File: src/rtl/array_if_arb.sv
// Single-owner arbiter and registered mux for the shared DRAM array interface.
// Refresh has fixed priority, read/write alternate, and an idle gap follows every ownership.
module array_if_arb #(
    parameter int AXI_ADDR_WIDTH  = 20,
    parameter int AXI_DATA_WIDTH  = 64,
    parameter int AXI_RADDR_WIDTH = 14,
    parameter int AXI_CADDR_WIDTH = AXI_ADDR_WIDTH - AXI_RADDR_WIDTH
) (
    input  logic                       clk,
    input  logic                       rst_n,
    input  logic [3:0]                 mc_arb_gap_cfg,
    input  logic                       rf_req,
    input  logic                       rd_req,
    input  logic                       wr_req,
    input  logic                       rf_done,
    input  logic                       rd_done,
    input  logic                       wr_done,
    output logic                       rf_gnt,
    output logic                       rd_gnt,
    output logic                       wr_gnt,
    input  logic                       array_banksel_n_rf,
    input  logic                       array_banksel_n_rd,
    input  logic                       array_banksel_n_wr,
    input  logic [AXI_RADDR_WIDTH-1:0] array_raddr_rf,
    input  logic [AXI_RADDR_WIDTH-1:0] array_raddr_rd,
    input  logic [AXI_RADDR_WIDTH-1:0] array_raddr_wr,
    input  logic                       array_cas_rd,
    input  logic                       array_cas_wr,
    input  logic [AXI_CADDR_WIDTH-1:0] array_caddr_rd,
    input  logic [AXI_CADDR_WIDTH-1:0] array_caddr_wr,
    input  logic [AXI_DATA_WIDTH-1:0]  array_wdata_wr,
    output logic                       array_banksel_n,
    output logic [AXI_RADDR_WIDTH-1:0] array_raddr,
    output logic                       array_cas,
    output logic [AXI_CADDR_WIDTH-1:0] array_caddr,
    output logic [AXI_DATA_WIDTH-1:0]  array_wdata,
    output logic                       array_wr,
    output logic                       arb_busy
);

    typedef enum logic [2:0] {
        S_IDLE,
        S_OWN_RF,
        S_OWN_RD,
        S_OWN_WR,
        S_GAP
    } state_e;

    typedef enum logic {
        LAST_RD,
        LAST_WR
    } last_e;

    state_e cs_q, cs_d;
    last_e  last_rdwr_q, last_rdwr_d;
    logic [3:0] gap_cnt_q, gap_cnt_d;

    logic                       banksel_n_q, banksel_n_d;
    logic [AXI_RADDR_WIDTH-1:0] raddr_q, raddr_d;
    logic                       cas_q, cas_d;
    logic [AXI_CADDR_WIDTH-1:0] caddr_q, caddr_d;
    logic [AXI_DATA_WIDTH-1:0]  wdata_q, wdata_d;
    logic                       wr_q, wr_d;

    // Where an owner goes once its done arrives.
    state_e release_st;
    assign release_st = (mc_arb_gap_cfg != 4'd0) ? S_GAP : S_IDLE;

    // ------------------------------------------------------------------
    // Arbitration FSM: next state
    // ------------------------------------------------------------------
    // NOTE: every variable gets a default before the case so no path can leave it unassigned and infer a latch.
    always_comb begin
        cs_d        = cs_q;
        last_rdwr_d = last_rdwr_q;
        gap_cnt_d   = gap_cnt_q;
        unique case (cs_q)
            S_IDLE: begin
                if (rf_req) begin
                    cs_d = S_OWN_RF;
                end else if (rd_req && wr_req) begin
                    cs_d = (last_rdwr_q == LAST_WR) ? S_OWN_RD : S_OWN_WR;
                end else if (rd_req) begin
                    cs_d = S_OWN_RD;
                end else if (wr_req) begin
                    cs_d = S_OWN_WR;
                end
            end
            S_OWN_RF: begin
                if (rf_done) begin
                    cs_d      = release_st;
                    gap_cnt_d = mc_arb_gap_cfg - 4'd1;
                end
            end
            S_OWN_RD: begin
                if (rd_done) begin
                    cs_d        = release_st;
                    gap_cnt_d   = mc_arb_gap_cfg - 4'd1;
                    last_rdwr_d = LAST_RD;
                end
            end
            S_OWN_WR: begin
                if (wr_done) begin
                    cs_d        = release_st;
                    gap_cnt_d   = mc_arb_gap_cfg - 4'd1;
                    last_rdwr_d = LAST_WR;
                end
            end
            S_GAP: begin
                if (gap_cnt_q == 4'd0) begin
                    cs_d = S_IDLE;
                end else begin
                    gap_cnt_d = gap_cnt_q - 4'd1;
                end
            end
            default: cs_d = S_IDLE;
        endcase
    end

    // NOTE: state registers use non-blocking assignments so every flop samples pre-edge values.
    always_ff @(posedge clk or negedge rst_n) begin
        if (!rst_n) begin
            cs_q        <= S_IDLE;
            last_rdwr_q <= LAST_WR;
            gap_cnt_q   <= 4'd0;
        end else begin
            cs_q        <= cs_d;
            last_rdwr_q <= last_rdwr_d;
            gap_cnt_q   <= gap_cnt_d;
        end
    end

    assign rf_gnt   = (cs_q == S_OWN_RF);
    assign rd_gnt   = (cs_q == S_OWN_RD);
    assign wr_gnt   = (cs_q == S_OWN_WR);
    assign arb_busy = (cs_q != S_IDLE);

    // ------------------------------------------------------------------
    // Array datapath: idle values unless someone owns the bus this cycle
    // ------------------------------------------------------------------
    always_comb begin
        banksel_n_d = 1'b1;
        raddr_d     = '0;
        cas_d       = 1'b0;
        caddr_d     = '1;
        wdata_d     = '0;
        wr_d        = (cs_q == S_OWN_WR);
        unique case (cs_q)
            S_OWN_RF: begin
                banksel_n_d = array_banksel_n_rf;
                raddr_d     = array_raddr_rf;
            end
            S_OWN_RD: begin
                banksel_n_d = array_banksel_n_rd;
                raddr_d     = array_raddr_rd;
                cas_d       = array_cas_rd;
                caddr_d     = array_caddr_rd;
            end
            S_OWN_WR: begin
                banksel_n_d = array_banksel_n_wr;
                raddr_d     = array_raddr_wr;
                cas_d       = array_cas_wr;
                caddr_d     = array_caddr_wr;
                wdata_d     = array_wdata_wr;
            end
            default: ;
        endcase
    end

    always_ff @(posedge clk or negedge rst_n) begin
        if (!rst_n) begin
            banksel_n_q <= 1'b1;
            raddr_q     <= '0;
            cas_q       <= 1'b0;
            caddr_q     <= '1;
            wdata_q     <= '0;
            wr_q        <= 1'b0;
        end else begin
            banksel_n_q <= banksel_n_d;
            raddr_q     <= raddr_d;
            cas_q       <= cas_d;
            caddr_q     <= caddr_d;
            wdata_q     <= wdata_d;
            wr_q        <= wr_d;
        end
    end

    assign array_banksel_n = banksel_n_q;
    assign array_raddr     = raddr_q;
    assign array_cas       = cas_q;
    assign array_caddr     = caddr_q;
    assign array_wdata     = wdata_q;
    assign array_wr        = wr_q;

    // The grants come straight from the state register, so at most one can ever be high.
    a_gnt_onehot0 : assert property (@(posedge clk) disable iff (!rst_n)
        $onehot0({rf_gnt, rd_gnt, wr_gnt}));

endmodule

File: config.mk
export PLATFORM = sky130hd
export DESIGN_NAME = array_if_arb
export DESIGN_NICKNAME = d
export VERILOG_FILES = /design/src/rtl/array_if_arb.sv
export SDC_FILE = /design/constraint.sdc
export NUM_CORES = 1
export LEC_CHECK = 0
export BUFFER_PORTS_ARGS = -buffer_cell sky130_fd_sc_hd__buf_2
export CAP_MARGIN = 20
export CORE_MARGIN = 5
export CORE_UTILIZATION = 39
export DETAILED_ROUTE_END_ITERATION = 12
export PLACE_DENSITY = 0.77
export SLEW_MARGIN = 10
export SYNTH_ARGS = -nofsm -noshare
export SYNTH_HDL_FRONTEND = slang
export SYNTH_SLANG_ARGS = --single-unit
export TNS_END_PERCENT = 20
File: constraint.sdc
create_clock -name clk -period 1.7 [get_ports clk]
set_input_delay 0.085 -clock clk [delete_from_list [all_inputs] [get_ports clk]]
set_output_delay 0.085 -clock clk [all_outputs]
set_load 0.005 [all_outputs]
==> results of run 1 <==
flip-flops by register name, summed over array words and instances, names as in the netlist:
signal,count
last_rdwr_q,1
array_cas,1
array_wr,1
cs_q,3
array_raddr,14
array_caddr,6
gap_cnt_q,4
array_banksel_n,1
array_wdata,64
synthesized netlist by cell type (4+ instances only):
cell and n:
and3_1 64, o22a_1 7, mux2i_1 7, inv_1 6, dfrtp_1 87, nand2b_1 5, a22oi_1 15, nor2_1 16
mux2_2 16, clkbuf_1 19, dfstp_2 8, nand2_1 4
worst max-delay path, cell delays in order, from the launching register on:
cell and delay [ns]:
dfrtp_1 0.40, or3_4 0.40, or4_4 0.42, o211ai_2 0.11
mux2_4 0.32
through the flow:
stage | power [uW] | cells
floorplan | 4170 | 285
global placement | 5170 | 619
detailed placement | 5270 | 619
CTS | 7130 | 729
global route | 7890 | 741
finish | 7450 | 742
per-layer routing:
metal	wire [um]	vias up	GRT usage	share of wire
met3	792	27	0.0500	0.064
met4	290	0	0.0795	0.023
li1	-	1685	-	-
met2	6770	148	0.394	0.54
met5	0	-	0	0
met1	4590	1735	0.228	0.37
report_power, final:
group,total (uW),internal (uW),switching [uW]
registers,2800,2650,146
logic,3110,1640,1470
clock network,1540,737,800
kinds of logic after synthesis:
family,after synthesis
simple gates,99
compound gates,35
xor+xnor,1
fa+ha+maj,1
buf+inv,30
flops,95
mux,24
repair_timing:
item                       in CTS  in global routing
pin swaps                       2                  3
resized for setup              13                 18
setup buffers                   3                 12
hold buffers                   91                  0
hold endpoints to repair      170                  0
setup endpoints to repair       5                 11
area by class of cell:
cell class,count,area (um^2),share of cell area
inverters,7,28.8,0.00451
clock buffers,11,141,0.0221
flip-flops and latches,95,2390,0.374
multi-input cells,160,1240,0.194
clock inverters,5,66.3,0.0104
diodes,1,2.50,0.000392
well taps,111,139,0.0217
repair buffers,352,2380,0.373
worst min-delay path by stage:
| stage | start | to | slack (ns) | cells after the start |
|---|---|---|---|---|
| 4_1_cts | wr_done | last_rdwr_q | 0.003 | 3 |
| 5_1_grt | array_raddr_rf[8] | array_raddr[8] | 0.01 | 3 |
| 2_1_floorplan | rst_n | array_cas | -0.21 | 0 |
| 3_3_place_gp | rst_n | array_wdata[14] | 0.17 | 2 |
| 3_5_place_dp | rst_n | array_wdata[14] | 0.18 | 2 |
| 6_report | array_raddr_rf[9] | array_raddr[9] | 0.02 | 3 |
==> key figures, run 1 <==
Placed design
  • Number of port buffers: about 230
  • Hpwl dp: between 7000 and 8000 um
  • Post-DP Area: about 0.005 mm^2
  • Post-Place Worst Slack: -0.125 ns
  • Gp weighted congestion: 0.771

Floorplanning
  • Io pins: 226
  • CORE AREA: a little over 0.009 mm^2
  • Initial Utilization: 0.398
  • Die width: between 100 and 150 um
  • Die area: 0.0114 mm^2
  • Num rows: 35
  • Die height: about 110 um

Synth
  • Yosys warnings: 0
  • Post-synth EDFFs: 0
  • Async S/R FF share, synth: 1.00
  • Synth area leaders: dfrtp_1 59%, and3_1 11%, dfstp_2 5.7%
  • Sequential fraction of the synthesis area: 0.652
  • Largest family of logic cells by synthesized area: simple AND/OR/NAND/NOR gates
  • Adder-cell share of the synthesized area: 0.00342
  • Synth Area in Compound Gates: 0.0762
  • Synthesized instance count: 285
  • Mux cell area share after synthesis: 0.0725
  • Xor/xnor share of the synthesized area: 0.00239
  • Predominant post-synthesis flop cell: dfrtp_1
  • Syn avg cell area: ~13 um^2
  • Mapped Area: approximately 0.0037 mm^2
  • Synth cell types: 37
  • Post-synth top area cell: dfrtp_1
  • Yosys reg bits: 95
  • Syn_nets: 421
  • Post-Synth Simple-Gate Area: 0.160
  • Yosys top cell area share: 0.595

Global routing
  • Vias in the first global route: between 3k and 4k
  • Total gr overflow: 0
  • Largest net degree at the start of global routing: between 90 and 100
  • Global-route wire length before repair: about 19000 um
  • Initial antenna violation count: 0
  • Tot GR Track Use: 0.210

Detailed routing
  • Detailed-route wire length per cell: 16.8 um
  • DR vias: between 3k and 4k
  • DRT Pass-1 Iters: 5
  • Initial DRC count: between 150 and 200
  • Vias per inst: roughly 4.8
  • Routed Wire Length: about 12000 um
  • Remaining DRCs: 0
  • Antenna viol nets, final: 0

Clock network
  • CTS root buf: clkbuf_8
  • Clock slew at reported path FFs: around 0.090 ns
  • Max Root-Sink Buffers: 2
  • Skew-Pair Late Insertion Delay: between 0.3 and 0.4 ns
  • CTS Sinks: 95
  • H-tree levels: 3
  • TritonCTS clock tree: built
  • Total CTS buffers: 9

Finish
  • FILL cells: roughly 640
  • Layout cells sized above 1: 0.508
  • Final core occ: 0.694
  • Layout Cell Area excl Fill: approximately 0.0064 mm^2
  • Leading cell type in the layout, fill and taps excluded: buf_2
  • Most frequent cells in the layout: 223 x buf_2, 91 x dlygate4sd3_1, 86 x dfrtp_1
  • Area Growth Syn to Fin: 74.5%
  • Nets@finish: around 760

Worst hold path
  • Hold WC Path Type: in2reg

Worst setup path
  • Critical path arrival: 1.99 ns
  • Worst reg2reg endpoint: cs_q[0]
  • Critical Path Start: cs_q[2]
  • Crit path max fanout: 2
  • WS Path Type: reg2reg
  • Reg2reg start: cs_q[2]
  • Critical Path End: cs_q[0]
  • Reg2reg setup slack: -0.05 ns
  • CP Capture Type: flip-flop
  • CP Data Required Time: slightly below 2 ns
  • Setup crit start kind: flip-flop
  • R2R depth: 4

Timing
  • Final Critical Period: roughly 1.8 ns
  • Final setup viols: 3
  • Final period util: 1.03
  • Sum Neg Setup Slack: -0.107 ns
  • Max-slew headroom: 0.678
  • Final worst slack: -0.0535 ns
  • Worst slew pin tran: between 0.4 and 0.5 ns
  • Hold Fails Final Rpt: 0
  • Final Hold Slack: between 0.015 and 0.02 ns
  • Clk_skew: between 0.01 and 0.015 ns
  • Fmax: roughly 570 MHz
  • RSZ-0062 raised after global routing: yes
  • Final Max Tran Viols: 0

Pwr
  • Power per Cell Area: 1170 mW/mm^2
  • Leak: about 0.0037 uW
  • Peak supply drop: between 800 and 900 uV

Status
  • Failing checks: setup timing
  • Status: complete, but fails checks

Job
  • Total of max-cap violations: 0
Power figures use the tool's default switching activity.
==> run 2, diff against run 1 <==
--- a/config.mk
+++ b/config.mk
@@ -7,10 +7,12 @@
 export LEC_CHECK = 0
 export BUFFER_PORTS_ARGS = -buffer_cell sky130_fd_sc_hd__buf_2
 export CAP_MARGIN = 20
+export CELL_PAD_IN_SITES_DETAIL_PLACEMENT = 0
+export CELL_PAD_IN_SITES_GLOBAL_PLACEMENT = 2
 export CORE_MARGIN = 5
-export CORE_UTILIZATION = 39
+export CORE_UTILIZATION = 23
 export DETAILED_ROUTE_END_ITERATION = 12
-export PLACE_DENSITY = 0.77
+export PLACE_DENSITY_LB_ADDON = 0.1
 export SLEW_MARGIN = 10
 export SYNTH_ARGS = -nofsm -noshare
 export SYNTH_HDL_FRONTEND = slang
==> run 2 against run 1 <==
The flow still finishes with violations (setup timing). Highest routed layer unchanged. Total power rose by 0.98%. Critical path type unchanged. Die area increased by 62%. Critical endpoint unchanged. Clock skew is 0.0013 ns higher. Via count shrank 4.7%. Worst hold slack worse by 0.0027 ns. Utilization decreased by 29 points. Cell area fell by 0.57%. Combinational power is 14% lower. Global-route usage decreased by 7.7 points. Largest cell class unchanged. First-iteration DRC count shrank 49%.
==> key figures, run 2 (synthesized netlist as in run 1, its figures left out) <==
Detailed routing
  • Initial DRC count: 92 (was 182)
  • Vias per inst: 4.13 (was 4.85)
  • Detailed-route wire length per cell: 15.2 um (was 16.8 um)
  • Routed Wire Length: 12600 um (was 12400 um)
  • DR vias: 3426 (was 3595)
  • DRT Pass-1 Iters: 4 (was 5)
  • Remaining DRCs: 0 (unchanged)
  • Antenna viol nets, final: 0 (unchanged)

Timing
  • Fmax: 567 MHz (was 570 MHz)
  • Max-slew headroom: 0.630 (was 0.678)
  • Final Critical Period: 1.76 ns (was 1.75 ns)
  • Final period util: 1.04 (was 1.03)
  • Clk_skew: 0.0114 ns (was 0.0101 ns)
  • Final worst slack: -0.0645 ns (was -0.0535 ns)
  • Final setup viols: 2 (was 3)
  • RSZ-0062 raised after global routing: yes (unchanged)
  • Final Max Tran Viols: 0 (unchanged)
  • Sum Neg Setup Slack: -0.0878 ns (was -0.107 ns)
  • Hold Fails Final Rpt: 0 (unchanged)
  • Worst slew pin tran: 0.555 ns (was 0.484 ns)

Global routing
  • Total gr overflow: 0 (unchanged)
  • Initial antenna violation count: 0 (unchanged)
  • Tot GR Track Use: 0.133 (was 0.210)
  • Global-route wire length before repair: 18900 um (was 19100 um)
  • Largest net degree at the start of global routing: 96 (unchanged)
  • Vias in the first global route: 3641 (was 3917)

Pwr
  • Power per Cell Area: 1180 mW/mm^2 (was 1170 mW/mm^2)
  • Peak supply drop: 519 uV (was 801 uV)
  • Leak: 0.00357 uW (was 0.00365 uW)

Placed design
  • Number of port buffers: 225 (unchanged)
  • Hpwl dp: 9030 um (was 7700 um)
  • Gp weighted congestion: 0.787 (was 0.771)
  • Post-Place Worst Slack: -0.0653 ns (was -0.125 ns)

Status
  • Failing checks: setup timing (unchanged)
  • Status: complete, but fails checks (unchanged)

Clock network
  • CTS Sinks: 95 (unchanged)
  • Max Root-Sink Buffers: 2 (unchanged)
  • TritonCTS clock tree: built (unchanged)
  • Total CTS buffers: 9 (unchanged)
  • Clock slew at reported path FFs: 0.06 ns (was 0.09 ns)
  • H-tree levels: 3 (unchanged)
  • Skew-Pair Late Insertion Delay: 0.34 ns (was 0.35 ns)
  • CTS root buf: clkbuf_16 (was clkbuf_8)

Worst setup path
  • Critical path arrival: 1.98 ns (was 1.99 ns)
  • Setup crit start kind: flip-flop (unchanged)
  • WS Path Type: reg2reg (unchanged)
  • Crit path max fanout: 4 (was 2)
  • R2R depth: 4 (unchanged)
  • CP Data Required Time: 1.92 ns (was 1.94 ns)
  • CP Capture Type: flip-flop (unchanged)

Finish
  • Leading cell type in the layout, fill and taps excluded: buf_2 (unchanged)
  • FILL cells: 1625 (was 636)
  • Max reg flops: 64 (unchanged)
  • Diodes inserted: 0 (was 1)
  • Nets@finish: 745 (was 761)
  • FF/Latch Area: 0.00239 mm^2 (unchanged)
  • Most frequent cells in the layout: 224 x buf_2, 88 x dlygate4sd3_1, 86 x dfrtp_1 (was 223 x buf_2, 91 x dlygate4sd3_1, 86 x dfrtp_1)
  • Area Growth Syn to Fin: 73.5% (was 74.5%)
  • Multi-input logic area: 0.00117 mm^2 (was 0.00124 mm^2)
  • Layout cells sized above 1: 0.485 (was 0.508)

Floorplanning
  • CORE AREA: 0.0158 mm^2 (was 0.00920 mm^2)
  • Die height: 136 um (was 107 um)
  • Initial Utilization: 0.232 (was 0.398)
  • Io pins: 226 (unchanged)
  • Die width: 136 um (was 107 um)
  • Num rows: 46 (was 35)
  • Die area: 0.0185 mm^2 (was 0.0114 mm^2)

Worst hold path
  • Hold WC Path Type: in2reg (unchanged)
  • Hold path depth: 3 (unchanged)

Job
  • Total of max-cap violations: 0 (unchanged)
[run 2: cell types whose count changed in the layout (fill, tap and decap cells not counted), sizes merged]
cell	before	now
diode	1	0
buf	260	248
dlygate4sd3	91	88
clkinvlp	1	2
dlymetal6s2s	1	0
clkinv	2	1
[run 2: worst paths after layout]
kind | slack [ns] | to | startpoint
min in group asynchronous | 0.31 | array_wdata[4] | rst_n
setup reg to reg | -0.06 | cs_q[0] | cs_q[2]
max in group asynchronous | 0.89 | cs_q[0] | rst_n
hold / removal | 0.02 | array_raddr[10] | array_raddr_rf[10]
hold reg to reg | 0.55 | last_rdwr_q | last_rdwr_q
setup / recovery | -0.06 | cs_q[0] | cs_q[2]
[run 2: metal layers]
metal	up-vias	share of wire	GRT usage
met5	-	0	0
met4	0	0.018	0.0515
met3	16	0.063	0.0318
met2	113	0.52	0.237
met1	1640	0.40	0.155
li1	1657	-	-
[run 2: through the flow]
stage / utilization / instances / hold WS (ns) / area (um^2) / power [uW]
2_1_floorplan: - / 285 / -0.211 / 3660 / 4170
3_3_place_gp: 0.327 / 725 / 0.186 / 5150 / 5340
3_5_place_dp: 0.327 / 725 / 0.190 / 5150 / 5380
4_1_cts: 0.401 / 829 / 0.000714 / 6330 / 7650
5_1_grt: 0.403 / 830 / 0.0223 / 6350 / 8040
6_report: 0.403 / 830 / 0.0153 / 6350 / 7520
[run 2: worst max-delay path: stages (launching register included)]
cell      delay [ns]
dfrtp_1         0.41
or3_4           0.40
or4_4           0.42
o211ai_2        0.10
mux2_4          0.31
[run 2: layout make-up]
class,instances,area share
Tap cell,216,0.0426
Inverter,7,0.00414
Clock inverter,5,0.00926
Timing Repair Buffer,336,0.347
Multi-Input combinational cell,160,0.184
Sequential cell,95,0.376
Clock buffer,11,0.0367
[run 2: where the power goes]
group          internal, uW  switching (uW)  total (uW)  leakage, uW
Combinational          1350            1340        2690      0.00216
Clock                  1150             889        2030     0.000136
Sequential             2660             140        2800      0.00127
[run 2: repair_timing]
item	4_1_cts	5_1_grt
setup buffers	0	1
endpoints found under the setup margin	5	9
hold buffers	88	0
pin swaps	0	1
endpoints found under the hold margin	167	0
gates resized for setup	2	5
